--- src/rtl/p_out_stage.sv ---
// ---------------------------------------------------------------------------
// p_out_stage
//
// Output end of the DSP slice datapath. Takes the 48-bit ALU result,
// optionally registers it as P, drives the P / carry / multsign cascade
// outputs and runs the pattern detector (match, inverse match, overflow,
// underflow), including optional auto-reset of the P register.
//
// Ports:
//   clk             clock, all state on rising edge
//   RSTP            asynchronous active-high reset of every register
//   CEP             clock enable for P, carry, multsign and flag registers
//   ALU_OUT[47:0]   ALU result
//   CARRYOUT_ALU[3:0] ALU carry-outs
//   MULTSIGN_ALU    multiplier sign from the ALU
//   C[47:0]         operand used as dynamic pattern and/or mask
//   P[47:0]         result
//   PCOUT[47:0]     cascade copy of P
//   CARRYOUT[3:0]   carry-outs
//   CARRYCASCOUT    cascade of CARRYOUT[3]
//   MULTSIGNOUT     multsign cascade
//   PATTERNDETECT   result matches pattern under mask
//   PATTERNBDETECT  result matches inverted pattern under mask
//   OVERFLOW        match in previous cycle, neither match now
//   UNDERFLOW       inverse match in previous cycle, neither match now
// ---------------------------------------------------------------------------
module p_out_stage #(
    parameter int        PREG               = 1,
    parameter string     USE_PATTERN_DETECT = "NO_PATDET",
    parameter logic [47:0] PATTERN          = 48'h0,
    parameter logic [47:0] MASK             = 48'h3FFF_FFFF_FFFF,
    parameter string     SEL_PATTERN        = "PATTERN",
    parameter string     SEL_MASK           = "MASK",
    parameter string     AUTORESET_PATDET   = "NO_RESET"
) (
    input  logic        clk,
    input  logic        RSTP,
    input  logic        CEP,
    input  logic [47:0] ALU_OUT,
    input  logic [3:0]  CARRYOUT_ALU,
    input  logic        MULTSIGN_ALU,
    input  logic [47:0] C,
    output logic [47:0] P,
    output logic [47:0] PCOUT,
    output logic [3:0]  CARRYOUT,
    output logic        CARRYCASCOUT,
    output logic        MULTSIGNOUT,
    output logic        PATTERNDETECT,
    output logic        PATTERNBDETECT,
    output logic        OVERFLOW,
    output logic        UNDERFLOW
);

    localparam bit USE_PREG      = (PREG == 1);
    localparam bit PATDET_EN     = (USE_PATTERN_DETECT == "PATDET");
    localparam bit PAT_FROM_C    = (SEL_PATTERN == "C");
    localparam bit MSK_FROM_C    = (SEL_MASK == "C");
    localparam bit AR_MATCH      = (AUTORESET_PATDET == "RESET_MATCH");
    localparam bit AR_NOT_MATCH  = (AUTORESET_PATDET == "RESET_NOT_MATCH");

    logic [47:0] pat;
    logic [47:0] msk;
    logic        pd_c;
    logic        pbd_c;
    logic        auto_reset;

    logic [47:0] p_q, p_d;
    logic [3:0]  carry_q, carry_d;
    logic        multsign_q, multsign_d;
    logic        pd_q, pd_d;
    logic        pbd_q, pbd_d;
    logic        pd_past_q, pd_past_d;
    logic        pbd_past_q, pbd_past_d;

    // Masked compare of the unregistered ALU result. A mask bit of 1 forces
    // that bit position to count as matching. With the detector disabled
    // both results are forced low, which also keeps every flag and history
    // register at 0.
    always_comb begin
        pat   = PAT_FROM_C ? C : PATTERN;
        msk   = MSK_FROM_C ? C : MASK;
        pd_c  = PATDET_EN & (&((ALU_OUT ~^ pat)  | msk));
        pbd_c = PATDET_EN & (&((ALU_OUT ~^ ~pat) | msk));
    end

    // Auto-reset looks only at registered flags, so P is cleared one edge
    // after the triggering condition becomes visible on the outputs.
    always_comb begin
        auto_reset = 1'b0;
        if (USE_PREG && PATDET_EN) begin
            if (AR_MATCH) begin
                auto_reset = pd_q;
            end else if (AR_NOT_MATCH) begin
                auto_reset = pd_past_q & ~pd_q;
            end
        end
    end

    // Next-state: CEP loads everything; auto-reset then overrides only P and
    // the carry-outs, and does so even when CEP is low.
    always_comb begin
        p_d        = p_q;
        carry_d    = carry_q;
        multsign_d = multsign_q;
        pd_d       = pd_q;
        pbd_d      = pbd_q;
        pd_past_d  = pd_past_q;
        pbd_past_d = pbd_past_q;
        if (CEP) begin
            p_d        = ALU_OUT;
            carry_d    = CARRYOUT_ALU;
            multsign_d = MULTSIGN_ALU;
            pd_d       = pd_c;
            pbd_d      = pbd_c;
            pd_past_d  = pd_q;
            pbd_past_d = pbd_q;
        end
        if (auto_reset) begin
            p_d     = 48'h0;
            carry_d = 4'h0;
        end
    end

    // Register bank with asynchronous clear.
    always_ff @(posedge clk or posedge RSTP) begin
        if (RSTP) begin
            p_q        <= 48'h0;
            carry_q    <= 4'h0;
            multsign_q <= 1'b0;
            pd_q       <= 1'b0;
            pbd_q      <= 1'b0;
            pd_past_q  <= 1'b0;
            pbd_past_q <= 1'b0;
        end else begin
            p_q        <= p_d;
            carry_q    <= carry_d;
            multsign_q <= multsign_d;
            pd_q       <= pd_d;
            pbd_q      <= pbd_d;
            pd_past_q  <= pd_past_d;
            pbd_past_q <= pbd_past_d;
        end
    end

    // Output selection. Without the P register the stage is a pure wire
    // path and overflow/underflow have no history to work from.
    always_comb begin
        if (USE_PREG) begin
            P              = p_q;
            CARRYOUT       = carry_q;
            MULTSIGNOUT    = multsign_q;
            PATTERNDETECT  = pd_q;
            PATTERNBDETECT = pbd_q;
            OVERFLOW       = PATDET_EN & pd_past_q  & ~pd_q & ~pbd_q;
            UNDERFLOW      = PATDET_EN & pbd_past_q & ~pd_q & ~pbd_q;
        end else begin
            P              = ALU_OUT;
            CARRYOUT       = CARRYOUT_ALU;
            MULTSIGNOUT    = MULTSIGN_ALU;
            PATTERNDETECT  = pd_c;
            PATTERNBDETECT = pbd_c;
            OVERFLOW       = 1'b0;
            UNDERFLOW      = 1'b0;
        end
        PCOUT        = P;
        CARRYCASCOUT = CARRYOUT[3];
    end

endmodule

--- config.mk ---
export PLATFORM = sky130hd
export DESIGN_NAME = p_out_stage
export DESIGN_NICKNAME = d
export VERILOG_FILES = /design/src/rtl/p_out_stage.sv
export SDC_FILE = /design/constraint.sdc
export NUM_CORES = 1
export LEC_CHECK = 0
export CORE_UTILIZATION = 36
export DETAILED_ROUTE_END_ITERATION = 10
export MAX_ROUTING_LAYER = met4
export PLACE_DENSITY_LB_ADDON = 0.2
export SLEW_MARGIN = 10
export SYNTH_ARGS = -nofsm -noshare
export SYNTH_HDL_FRONTEND = slang
export SYNTH_SLANG_ARGS = --single-unit
export TNS_END_PERCENT = 1
--- constraint.sdc ---
create_clock -name clk -period 3.84 [get_ports clk]
set_clock_uncertainty 0.2 [all_clocks]
set_input_delay 0.768 -clock clk [delete_from_list [all_inputs] [get_ports clk]]
set_output_delay 0.768 -clock clk [all_outputs]
set_load 0.03 [all_outputs]
# --- Word level (Yosys, flattened, before mapping) ---
# Index checks and enable logic that the tools add are counted.
word_totals:
  ram_bits: 0
  elab_cells: 3
  regBits: 53
  input_bits: 104
  latchBits: 0
  rom_bits: 0
  out_inout_bits: 106
  mem_count: 0
classes:
  order_cmp: 0
  addsub: 0
  div: 0
  reduce_logical: 0
  multipliers: 0
  bitwise_logic: 0
  n_shift: 0
  n_mux: 0
  eq_ne: 0

# --- Depth between registers and ports, before layout ---
# Gate-level depths: netlist (run 1).
logic_depth:
  word_depth: 0
  ltp_mapped: 3
  depth_no_buf: 1

# --- Worst setup path after synthesis (run 1) ---
# Ideal clock, no wire load.
synth_path:
  kind: "reg2out"
  from: "register carry_q[3] (netlist: CARRYOUT[3])"
  to: "output CARRYOUT[3]"
  slack_ps: 2151
  arrival_ps: 721
  path_stages_with_launch: 2
  required_ps: 2872
  cell_sequence: "dfrtp_1 > buf_4"
synth_lines:
  columns: ["item", "line", "text"]
  rows:
  - ["start: declaration", "68", "logic [3:0] carry_q, carry_d;"]
  - ["start signal: assignment", "136", "carry_q <= carry_d;"]
  - ["end: declaration", "45", "output logic [3:0] CARRYOUT,"]
# No word-level cell between the ends.

# --- Final worst setup path (run 1) ---
layout_path:
  from: "register p_q[36] (netlist: P[36])"
  to: "output P[36]"
layout_lines:
  columns: ["item", "line", "text"]
  rows:
  - ["start: declaration", "67", "logic [47:0] p_q, p_d;"]
  - ["start signal: assignment", "135", "p_q <= p_d;"]
  - ["end: declaration", "43", "output logic [47:0] P,"]
# No word-level cell between the ends.

==> flow_metrics.py, run 1 <==
metrics = {
    "yosys": {
        "synth_top_family_by_area": "multiplexers",
        "ys_types": 8,
        "muxShareOfSynthArea": 0.299,
        "synth_area_leaders": "dfrtp_1 (50%), mux2_4 (29%), buf_4 (15%), buf_12 (3.8%), mux2_2 (1.3%)",
        "synth_compound_area_frac": 0,
        "synthAdderAreaFrac": 0,
        "syn_area_per_cell_um2": 15.7,
        "ys_top_cells_by_count": "buf_4 (53), dfrtp_1 (53), mux2_4 (50)",
        "synth-async-reset-ratio": 1.00,
        "synth_edf_count": 0,
        "ys_warn_count": 0,
        "synth_simple_gate_area_frac": 0,
        "ys_seq_elements": 53,
        "synth_area_leader_cell": "dfrtp_1",
        "yosysSeqAreaShare": 0.505,
        "synth_top_area_frac": 0.505,
        "synth_xor_area_frac": 0,
        "synth_cells": 167,
        "syn-cell-area_mm2": 0.00263,
        "synth_flop_cell": "dfrtp_1",
    },
    "setup_path": {
        "cp-start-kind": "flip-flop",
        "critPathMaxFanout": 3,
        "critical_path_class": "flip-flop to primary output",
        "cp_top_family": "buffers and inverters",
        "worstPathArrival_ps": 1410,
        "cp_num_buf_inv": 1,
        "crit_path_cell_trace": "clkdlybuf4s50_1",
        "crit_required_ps": 2870,
        "max_stage_delay_ps": 700,
        "slowest_stage": "clkdlybuf4s50_1",
        "crit_path_end_kind": "primary output",
    },
    "sta": {
        "period_share": 0.618,
        "finalCriticalPeriod_ps": 2370,
        "setup_viol": 0,
        "drv_slew": 0,
        "hold_violations": 0,
        "relSlewSlack": 0.374,
        "finalSetupTns_ps": 0,
        "rsz0062_at_grt": "no",
        "worstMarginPinSlew_ps": 939,
        "fmax_mhz": 421,
        "timing.final.ws_setup_ps": 1470,
    },
    "floorplanning": {
        "start_util": 0.380,
        "dieWidth_um": 87.4,
        "die-area_mm2": 0.00764,
        "die_y_um": 87.4,
        "pin_count": 210,
        "num_rows": 30,
        "coreArea_mm2": 0.00691,
    },
    "route": {
        "dr.first_iter.drc_count": 42,
        "routedWlPerCell_um": 14.2,
        "finalWirelength_mm": 5.30,
        "viasPerCell": 4.18,
        "drc_errors": 0,
        "postRouteAntennaNets": 0,
        "first_pass_iters": 3,
        "vias": 1559,
    },
    "power_and_ir_drop": {
        "power.share.sequential": 0.408,
        "vdd_ir_drop_max_uv": 192,
        "power_frac_comb": 0.385,
        "p_leak_uw": 0.00173,
        "p_per_area_mw_per_mm2": 412,
        "p_clk_frac": 0.207,
        "p_sw_uw": 533,
        "power.internal_uw": 1080,
        "sw_frac_of_total": 0.330,
    },
    "run": {
        "cap_violations": 0,
    },
    "grt": {
        "use_met1": 0.177,
        "grt_use_met2": 0.210,
        "grt_usage": 0.137,
        "grt.overflow.total": 0,
        "use_met3": 0.0398,
        "grt_pass1_wl_mm": 7.61,
        "grt_max_degree": 54,
        "grt_pass1_vias": 1457,
        "antenna_found_initial": 0,
        "busiest_layer": "met2",
    },
    "finish": {
        "fin_cells": 373,
        "syn2layout_area_growth_pct": 49.5,
        "fin_nets": 380,
        "drive_gt1_frac": 0.231,
        "num_antenna_cells": 0,
    },
    "clock_network": {
        "clkLatencyLatePin_ps": 290,
        "cts.sinks": 53,
        "clockBufferDepth": 2,
        "ctsHtreeMaxLevel": 2,
        "cts_buffers": 5,
        "root_buffer": "clkbuf_8",
        "clkTransAtPathRegs_ps": 90,
        "post-cts-setup-buffers": 0,
        "cts_resized": 0,
        "cts_tree": "done",
        "ctsHoldBuffers": 0,
    },
    "worst_hold_path": {
        "hold_class": "flip-flop to flip-flop",
    },
    "placed_design": {
        "io_buffer_count": 157,
        "dp.cells": 365,
        "dp.final_hpwl_mm": 3.80,
        "dp_slack_ps": 1580,
        "place.gp.congestion": 0.670,
    },
    "outcome": {
        "run_status": "finished clean",
    },
}
cells in the final DEF, fill, tap and decap left out, drive strengths merged:
cell type and n:
clkinv 1, clkbuf 7, buf 2, mux2 53
conb 4, clkdlybuf4s50 156, dfrtp 53, inv 1
power by group through the flow:
stage | logic (uW) | registers, uW | clock network (uW)
floorplan | 315 | 777 | 0
global placement | 624 | 670 | 0
detailed placement | 627 | 671 | 0
CTS | 629 | 661 | 349
global route | 649 | 668 | 374
finish | 623 | 660 | 335
cell type report:
type                            instances  area (um^2)
Sequential cell                        53         1330
Clock buffer                            7         96.3
Timing Repair Buffer                  158         1580
Multi-Input combinational cell         57          800
Tap cell                               96          120
Clock inverter                          1         5.00
Inverter                                1         3.75
Fill cell                             581         2980
cell families after synthesis:
group / Yosys count
buffers and inverters: 60
multiplexers: 53
flip-flops: 53
other: 1
layer usage:
layer | part of all wire | vias up
li1 | - | 711
met1 | 0.44 | 746
met2 | 0.46 | 97
met3 | 0.084 | 5
met4 | 0.010 | 0
met5 | 0 | -
metrics by stage:
step / util / hold WS [ps] / area, um^2 / total power (uW)
global route: 0.569 / 338 / 3930 / 1690
finish: 0.569 / 322 / 3930 / 1620
CTS: 0.569 / 323 / 3930 / 1640
detailed placement: 0.554 / 296 / 3830 / 1300
floorplan: - / 519 / 2640 / 1090
global placement: 0.554 / 294 / 3830 / 1290
worst paths after layout:
| kind | start | to | slack [ps] | cells after the start |
|---|---|---|---|---|
| max reg2reg | P[24]$_DFFE_PP0P_ | P[24]$_DFFE_PP0P_ | 2830 | 1 |
| min in group asynchronous | RSTP | P[38]$_DFFE_PP0P_ | 770 | 3 |
| max in group asynchronous | RSTP | P[11]$_DFFE_PP0P_ | 2230 | 3 |
| max | P[36]$_DFFE_PP0P_ | P[36] | 1470 | 1 |
| min reg2reg | CARRYOUT[0]$_DFFE_PP0P_ | CARRYOUT[0]$_DFFE_PP0P_ | 320 | 1 |
| min | CARRYOUT[0]$_DFFE_PP0P_ | CARRYOUT[0]$_DFFE_PP0P_ | 320 | 1 |
sequential cells by signal, indices dropped and copies added (netlist names):
name,flops
CARRYOUT,4
MULTSIGNOUT,1
P,48
No activity file was read; power rests on OpenSTA's default activity.
==> inputs of run 2 (changes only) <==
--- a/config.mk
+++ b/config.mk
@@ -5,7 +5,7 @@
 export SDC_FILE = /design/constraint.sdc
 export NUM_CORES = 1
 export LEC_CHECK = 0
-export CORE_UTILIZATION = 36
+export CORE_UTILIZATION = 30
 export DETAILED_ROUTE_END_ITERATION = 10
 export MAX_ROUTING_LAYER = met4
 export PLACE_DENSITY_LB_ADDON = 0.2
==> constraint.sdc (replaced) <==
create_clock -name clk -period 1.9 [get_ports clk]
set_clock_uncertainty 0.2 [all_clocks]
set_input_delay 0.38 -clock clk [delete_from_list [all_inputs] [get_ports clk]]
set_output_delay 0.38 -clock clk [all_outputs]
set_load 0.03 [all_outputs]
==> run 2 against run 1 <==
Critical path type unchanged. Critical path depth did not move. Final area fell by 0.61%. Final cell count rose by 3.2%. Clock power rose to 2.7 times the previous value. Sequential power rose by 100%. Sequential share of layout area rose by 0.21 points. First-iteration DRC count fell by 60%. Global-route usage fell by 1.4 points. Largest power group unchanged. Die area rose by 20%.
==> flow_metrics.py, run 2 (synthesized netlist as in run 1, its figures left out) <==
metrics = {
    "floorplanning": {
        "dieWidth_um": 95.6,
        "num_rows": 33,
        "start_util": 0.315,
        "die-area_mm2": 0.00914,
        "coreArea_mm2": 0.00834,
        "pin_count": 210,
        "die_y_um": 95.6,
    },
    "worst_hold_path": {
        "hold_class": "input pin to asynchronous set/reset pin",
    },
    "clock_network": {
        "clkTransAtPathRegs_ps": 110,
        "cts_tree": "done",
        "post-cts-setup-buffers": 0,
        "clkLatencyLatePin_ps": 300,
        "cts_buffers": 5,
        "ctsHoldBuffers": 0,
        "clockBufferDepth": 2,
        "cts_resized": 102,
        "cts.sinks": 53,
        "ctsHtreeMaxLevel": 2,
        "root_buffer": "clkbuf_8",
    },
    "setup_path": {
        "worstPathArrival_ps": 1120,
        "cp_top_family": "buffers and inverters",
        "critical_path_class": "flip-flop to primary output",
        "critPathMaxFanout": 3,
        "crit_path_cell_trace": "dlygate4sd2_1",
        "crit_required_ps": 1320,
        "cp_num_buf_inv": 1,
        "crit_path_end_kind": "primary output",
        "cp-start-kind": "flip-flop",
        "slowest_stage": "dlygate4sd2_1",
        "max_stage_delay_ps": 410,
    },
    "placed_design": {
        "dp_slack_ps": 258,
        "place.gp.congestion": 0.662,
        "dp.final_hpwl_mm": 3.99,
        "io_buffer_count": 157,
    },
    "route": {
        "postRouteAntennaNets": 0,
        "dr.first_iter.drc_count": 17,
        "viasPerCell": 4.02,
        "routedWlPerCell_um": 13.9,
        "drc_errors": 0,
        "vias": 1548,
        "finalWirelength_mm": 5.36,
        "first_pass_iters": 2,
    },
    "sta": {
        "finalCriticalPeriod_ps": 1700,
        "drv_slew": 0,
        "finalSetupTns_ps": 0,
        "rsz0062_at_grt": "no",
        "timing.final.ws_setup_ps": 202,
        "period_share": 0.894,
        "fmax_mhz": 589,
        "setup_viol": 0,
        "hold_violations": 0,
    },
    "grt": {
        "grt_pass1_vias": 1580,
        "grt.overflow.total": 0,
        "antenna_found_initial": 0,
        "grt_usage": 0.123,
        "grt_max_degree": 31,
        "grt_pass1_wl_mm": 8.32,
    },
    "finish": {
        "mostFrequentLayoutCells": "dlygate4sd2_1 (102), clkdlybuf4s50_1 (54), dfrtp_1 (53), mux2_4 (50), clkbuf_8 (5)",
        "num_antenna_cells": 0,
        "final_util": 0.468,
        "final_common_cell": "dlygate4sd2_1",
        "syn2layout_area_growth_pct": 48.6,
        "drive_gt1_frac": 0.239,
        "fin_nets": 383,
        "largest_reg_flops": 48,
    },
    "power_and_ir_drop": {
        "p_leak_uw": 0.00192,
        "vdd_ir_drop_max_uv": 351,
        "p_per_area_mw_per_mm2": 854,
    },
    "run": {
        "cap_violations": 0,
    },
    "outcome": {
        "run_status": "finished clean",
    },
}
-- run 2: cell count changes in the layout (fill, tap and decap cells not counted) --
cell / previous run / this run
clkdlybuf4s50_1: 156 / 54
clkbuf_8: 7 / 5
dlygate4sd2_1: 0 / 102
buf_12: 0 / 3
bufinv_16: 0 / 2
-- run 2: cell type report --
type / instances / area [um^2]
clock buffers: 5 / 68.8
clock inverters: 3 / 65.1
fillers: 805 / 4440
inverters: 1 / 3.75
multi-input cells: 57 / 800
flip-flops and latches: 53 / 1330
well taps: 105 / 131
repair buffers: 161 / 1510
-- run 2: layer usage --
layer	track usage	wire length (um)	up-vias
met2	0.199	2560	87
li1	-	-	719
met1	0.157	2340	737
met3	0.0303	426	5
met4	0.0261	41	0
met5	-	0	-
-- run 2: worst paths after layout --
kind | startpoint | to | slack, ps | cells after the start
worst max-delay path | P[18]$_DFFE_PP0P_ | P[18] | 200 | 1
worst min-delay path | RSTP | P[42]$_DFFE_PP0P_ | 210 | 3
worst max register to register | P[21]$_DFFE_PP0P_ | P[21]$_DFFE_PP0P_ | 900 | 1
worst min register to register | CARRYOUT[2]$_DFFE_PP0P_ | CARRYOUT[2]$_DFFE_PP0P_ | 320 | 1
max in group asynchronous | RSTP | P[41]$_DFFE_PP0P_ | 1000 | 3
min in group clk | CARRYOUT[2]$_DFFE_PP0P_ | CARRYOUT[2]$_DFFE_PP0P_ | 320 | 1
-- run 2: where the power goes --
group	switching (uW)	internal (uW)
Combinational	640	475
Sequential	82.0	1240
Clock	371	524
Total	1090	2240
-- run 2: per-stage QoR --
step / hold slack, ps / cell area (um^2) / power (uW) / cells
after CTS: 209 / 3900 / 3380 / 385
after global placement: 294 / 3900 / 2630 / 377
after detailed placement: 299 / 3900 / 2640 / 377
final: 212 / 3900 / 3330 / 385
after floorplan: 328 / 2640 / 2210 / 170
after global routing: 233 / 3900 / 3500 / 385
